## src/rtl/uart_tx_param.sv

```systemverilog
// Parametrised UART transmitter: one character per valid/ready handshake,
// runtime baud divisor, parity mode and one/two stop bits, all outputs registered.
module uart_tx_param #(
  parameter int unsigned DATA_BITS = 8,
  parameter int unsigned DIV_WIDTH = 16
) (
  input  logic                 clk,
  input  logic                 RST,
  input  logic                 valid,
  input  logic [DATA_BITS-1:0] data_in,
  input  logic [DIV_WIDTH-1:0] div,
  input  logic [1:0]           parity_mode,
  input  logic                 stop2,
  output logic                 ready,
  output logic                 TX,
  output logic                 busy,
  output logic                 done
);

  localparam int unsigned IW = $clog2(DATA_BITS);
  localparam logic [IW-1:0] LAST_BIT = IW'(DATA_BITS - 1);

  typedef enum logic [2:0] {IDLE, START, DATA, PARITY, STOP} state_t;

  state_t                 state, state_d;
  logic [DIV_WIDTH-1:0]   cnt, cnt_d;
  logic [IW-1:0]          bit_idx, bit_d;
  logic                   stop_idx, stop_d;
  logic [DATA_BITS-1:0]   data_q;
  logic [DIV_WIDTH-1:0]   div_q;
  logic [1:0]             mode_q;
  logic                   stop2_q;
  logic                   load;
  logic                   tx_d, ready_d, busy_d, done_d;
  logic [DIV_WIDTH-1:0]   last_cnt;
  logic                   par_en, par_bit;

  // div=0 behaves as div=1, so the terminal count is 0 in both cases
  assign last_cnt = (div_q == '0) ? '0 : div_q - DIV_WIDTH'(1);
  assign par_en   = (mode_q == 2'b01) || (mode_q == 2'b10);
  assign par_bit  = (^data_q) ^ (mode_q == 2'b10);

  always_comb begin
    state_d = state;
    cnt_d   = cnt;
    bit_d   = bit_idx;
    stop_d  = stop_idx;
    load    = 1'b0;
    done_d  = 1'b0;
    if (state == IDLE) begin
      if (valid) begin
        load    = 1'b1;
        state_d = START;
        cnt_d   = '0;
      end
    end else if (cnt != last_cnt) begin
      cnt_d = cnt + DIV_WIDTH'(1);
    end else begin
      cnt_d = '0;
      case (state)
        START: begin
          state_d = DATA;
          bit_d   = '0;
        end
        DATA: begin
          if (bit_idx == LAST_BIT) begin
            state_d = par_en ? PARITY : STOP;
            stop_d  = 1'b0;
          end else begin
            bit_d = bit_idx + IW'(1);
          end
        end
        PARITY: begin
          state_d = STOP;
          stop_d  = 1'b0;
        end
        STOP: begin
          if (stop2_q && !stop_idx) begin
            stop_d = 1'b1;
          end else begin
            state_d = IDLE;
            done_d  = 1'b1;
          end
        end
        default: state_d = IDLE;
      endcase
    end

    // Outputs are derived from the next state so they register in step with it
    ready_d = (state_d == IDLE);
    busy_d  = !ready_d;
    case (state_d)
      START:   tx_d = 1'b0;
      DATA:    tx_d = data_q[bit_d];
      PARITY:  tx_d = par_bit;
      default: tx_d = 1'b1;
    endcase
  end

  always_ff @(posedge clk) begin
    if (RST) begin
      state    <= IDLE;
      cnt      <= '0;
      bit_idx  <= '0;
      stop_idx <= 1'b0;
      data_q   <= '0;
      div_q    <= '0;
      mode_q   <= '0;
      stop2_q  <= 1'b0;
      TX       <= 1'b1;
      ready    <= 1'b1;
      busy     <= 1'b0;
      done     <= 1'b0;
    end else begin
      state    <= state_d;
      cnt      <= cnt_d;
      bit_idx  <= bit_d;
      stop_idx <= stop_d;
      if (load) begin
        data_q  <= data_in;
        div_q   <= div;
        mode_q  <= parity_mode;
        stop2_q <= stop2;
      end
      TX    <= tx_d;
      ready <= ready_d;
      busy  <= busy_d;
      done  <= done_d;
    end
  end

endmodule

```

## config.mk

```make
export PLATFORM = sky130hd
export DESIGN_NAME = uart_tx_param
export DESIGN_NICKNAME = d
export VERILOG_FILES = /design/src/rtl/uart_tx_param.sv
export SDC_FILE = /design/constraint.sdc
export NUM_CORES = 1
export LEC_CHECK = 0
export CAP_MARGIN = 20
export CORE_ASPECT_RATIO = 2
export CORE_MARGIN = 2
export CORE_UTILIZATION = 45
export DETAILED_ROUTE_END_ITERATION = 8
export GPL_TIMING_DRIVEN = 0
export PLACE_DENSITY_LB_ADDON = 0.1
export SLEW_MARGIN = 20
export SYNTH_ARGS = -nofsm -noshare
export SYNTH_HDL_FRONTEND = slang
export SYNTH_SLANG_ARGS = --single-unit
```

## constraint.sdc

```tcl
create_clock -name clk -period 6.7 [get_ports clk]
set_clock_uncertainty 0.15 [all_clocks]
set_input_delay 2.01 -clock clk [delete_from_list [all_inputs] [get_ports clk]]
set_output_delay 2.01 -clock clk [all_outputs]
set_load 0.02 [all_outputs]
```

==> flow_metrics.env <==
export IMPL_vias_per_cell=5.78
export IMPL_grt_pass1_wl_um=15200
export IMPL_path_cells="clkbuf_1, nor4_1, nand4_1, buf_2, o311ai_1, nor4bb_1, nand4b_4, or3_1, a22oi_1, a22oi_1, a2111o_1"
export IMPL_fillers=744
export IMPL_cts_root_buf="clkbuf_16"
export IMPL_synth_top_area_share_pct=31.9
export IMPL_synth_edff_count=0
export IMPL_clkTransAtPathRegs_ns=0.07
export IMPL_regToRegEndpoint="TX"
export IMPL_design_portCount=34
export IMPL_crit_slowest_cell="nor4_1"
export IMPL_vias=3386
export IMPL_powerDensity_mw_per_mm2=211
export IMPL_hpwl_um=7260
export IMPL_tightest_slew_ns=0.933
export IMPL_synth_async_reset_ratio_pct=0
export IMPL_start_util_pct=46.6
export IMPL_die_w_um=65.3
export IMPL_crit_top_cell="a22oi_1"
export IMPL_crit_cells=11
export IMPL_cts_buffers=5
export IMPL_cts_tree="done"
export IMPL_critPathBufInv=2
export IMPL_drive_gt1_share_pct=4.45
export IMPL_crit_family="simple AND/OR/NAND/NOR gates"
export IMPL_slew_viol_final=0
export IMPL_hold_viol_final=0
export IMPL_p_leak_nw=1.47
export IMPL_wl_per_cell_um=16.2
export IMPL_final_nets=527
export IMPL_hold_buffers=0
export IMPL_syn_nets=488
export IMPL_ys_top_cells_by_area="dfxtp_1 32%, nand2_1 8.9%, a21oi_1 8.4%, nor2_1 4.1%, xnor2_1 3.6%"
export IMPL_ir_drop_v=0.000126
export IMPL_status="complete, no violations"
export IMPL_cp_arrival_ns=4.54
export IMPL_setup_viol=0
export IMPL_dp_cells=578
export IMPL_synth_seq_cells=54
export IMPL_rsz0062_at_grt="no"
export IMPL_yosysTopAreaCell="dfxtp_1"
export IMPL_reg2reg_from="div_q[12]"
export IMPL_antenna_found_initial=0
export IMPL_crit_type="reg -> reg"
export IMPL_die_area_mm2=0.00827
export IMPL_post_route_util_pct=54.6
export IMPL_core_area_mm2=0.00727
export IMPL_dieHeight_um=127
export IMPL_hold_path_class="reg -> reg"
export IMPL_clock_sinks=54
export IMPL_fin_cells=586
export IMPL_hold_start="stop_idx"
export IMPL_min_period_over_period_pct=67.2
export IMPL_use_met3_pct=3.01
export IMPL_required_ns=6.74
export IMPL_htreeDepth=2
export IMPL_syn_avg_cell_area_um2=7.45
export IMPL_min_path_cells=2
export IMPL_min_to="stop_idx"
export IMPL_synth_cells=454
export IMPL_design_area_mm2=0.00397
export IMPL_drt_first_iter_violations=183
export IMPL_cpPeakStageDelay_ns=0.84
export IMPL_cap_violations=0
export IMPL_crit_path_max_fanout=10
export IMPL_synth_cell_type_count=60
export IMPL_num_rows=44
export IMPL_syn2layout_area_growth_pct=17.2
export IMPL_cts_resized=0
export IMPL_wirelength_um=9490
export IMPL_grt_busiest_layer="met2"
export IMPL_diodes=0
export IMPL_ys_seq_area_share_pct=31.9
export IMPL_clockBufferDepth=2
export IMPL_grt_total_usage_pct=23.8
export IMPL_overflow=0
export IMPL_placed_area_mm2=0.00382
export IMPL_fin_hold_ws_ns=0.315
export IMPL_reg2regPathDepth=11
export IMPL_ant_nets=0
export IMPL_clk_latency_ns=0.30
export IMPL_synth_warnings=0
export IMPL_period_minus_slack_ns=4.50
export IMPL_grt_use_met1_pct=24.0
export IMPL_grt_max_degree=16
export IMPL_fmaxAchievable_mhz=222
export IMPL_drt_first_pass_iters=5
export IMPL_ys_flop_type="dfxtp_1"
export IMPL_io_buffer_count=32
export IMPL_netlist_area_mm2=0.00338
export IMPL_post_route_drc_count=0
export IMPL_cts_setup_buffers=0
export IMPL_use_met2_pct=45.1
export IMPL_gp_congestion=0.945
export IMPL_cp_start_kind="register"
export IMPL_fin_tns_setup_ns=0
export IMPL_grt_pass1_vias=3267
export IMPL_rrSetupSlack_ns=2.20
export IMPL_endpoint_kind="register"
export IMPL_maxSlewHeadroom_pct=37.2
final cells by class:
cell class	count	area (um^2)	share of cell area [%]
Clock inverter	1	5.00	0.126
Timing Repair Buffer	32	320	8.07
Clock buffer	7	143	3.60
Inverter	10	37.5	0.946
Tap cell	92	115	2.90
Sequential cell	54	1080	27.2
Buffer	28	111	2.81
Multi-Input combinational cell	362	2150	54.3
state kept, by name, summed over array words and instances, names as in the netlist, 2 cells and up:
name and flops:
bit_idx 3, cnt 16, data_q 8, div_q 16, mode_q 2, state 3
per-layer routing:
metal	up-vias	wire, um
li1	1706	-
met1	1581	3490
met2	75	5370
met3	24	232
met4	0	396
met5	-	0
placed cells by master, fill, tap and decap left out, types with 2 or more instances in the layout:
master and instances:
nand2_1 80, a21oi_1 57, dfxtp_1 54, nor2_1 37, clkdlybuf4s50_1 32, clkbuf_1 22, o21ai_0 16, nor4_1 14
and3_1 14, xnor2_1 14, nor3_1 11, inv_1 10, nand2b_1 9, nor3b_1 8, a311oi_1 8, a22oi_1 7
xor2_1 6, nand3b_1 6, buf_2 5, nand3_1 5, mux2i_1 5, clkbuf_16 5, and2_1 4, or4_1 4
o21ai_1 4, ha_1 4, and4_1 3, nor2b_1 3, o31ai_1 3, buf_1 2, nand4_1 2, or3_1 2
nor4bb_1 2, o41ai_1 2, a31oi_1 2, o21a_1 2, nor4b_1 2, o211ai_1 2
kinds of logic (layout without fill, tap and decap cells):
family / after synthesis / in the layout / synth area share, %
muxes: 7 / 7 / 2.25
and+or+nand+nor: 215 / 215 / 33.7
buffers and inverters: 38 / 78 / 4.40
adders and majority gates: 4 / 4 / 1.48
xor gates and xnor gates: 20 / 20 / 5.18
DFF: 54 / 54 / 31.9
AOI/OAI and AO/OA: 116 / 116 / 21.0
worst max path at each step:
stage	from	slack (ns)	to
4_1_cts	div_q[12]	2.20	TX
2_1_floorplan	div_q[7]	2.98	TX
6_report	div_q[12]	2.20	TX
5_1_grt	div_q[7]	1.97	TX
3_5_place_dp	div_q[12]	2.22	TX
3_3_place_gp	div_q[12]	2.21	TX
where the power goes:
group	switching, W	internal (W)	total, W
Clock	0.000120	0.000149	0.000268
Sequential	0.0000132	0.000334	0.000347
Combinational	0.000129	0.0000911	0.000220
Total	0.000262	0.000574	0.000836
Yosys cell counts, drive strengths merged, types with 3 or more instances:
cell type,n
or4,4
o21ai,20
o31ai,3
and3,14
ha,4
nor2,37
xnor2,14
nor4,15
xor2,6
nor3,12
a21oi,57
clkbuf,21
mux2i,5
nor3b,8
nand3,5
a22oi,7
nand4,3
nand2b,9
inv,10
a311oi,8
nor2b,3
nand3b,6
and4,3
dfxtp,54
and2,4
buf,7
nand2,80
tightest hold or removal path: stages (launching register included):
cell and delay, ns:
dfxtp_1 0.31, o31ai_1 0.06, a21oi_1 0.05
per-stage QoR:
step,setup slack [ns],total power [W]
finish,2.20,0.000836
global route,1.97,0.000878
CTS,2.20,0.000842
detailed placement,2.22,0.000573
global placement,2.21,0.000570
floorplan,2.98,0.000509
(Power assumes the default switching activity.)
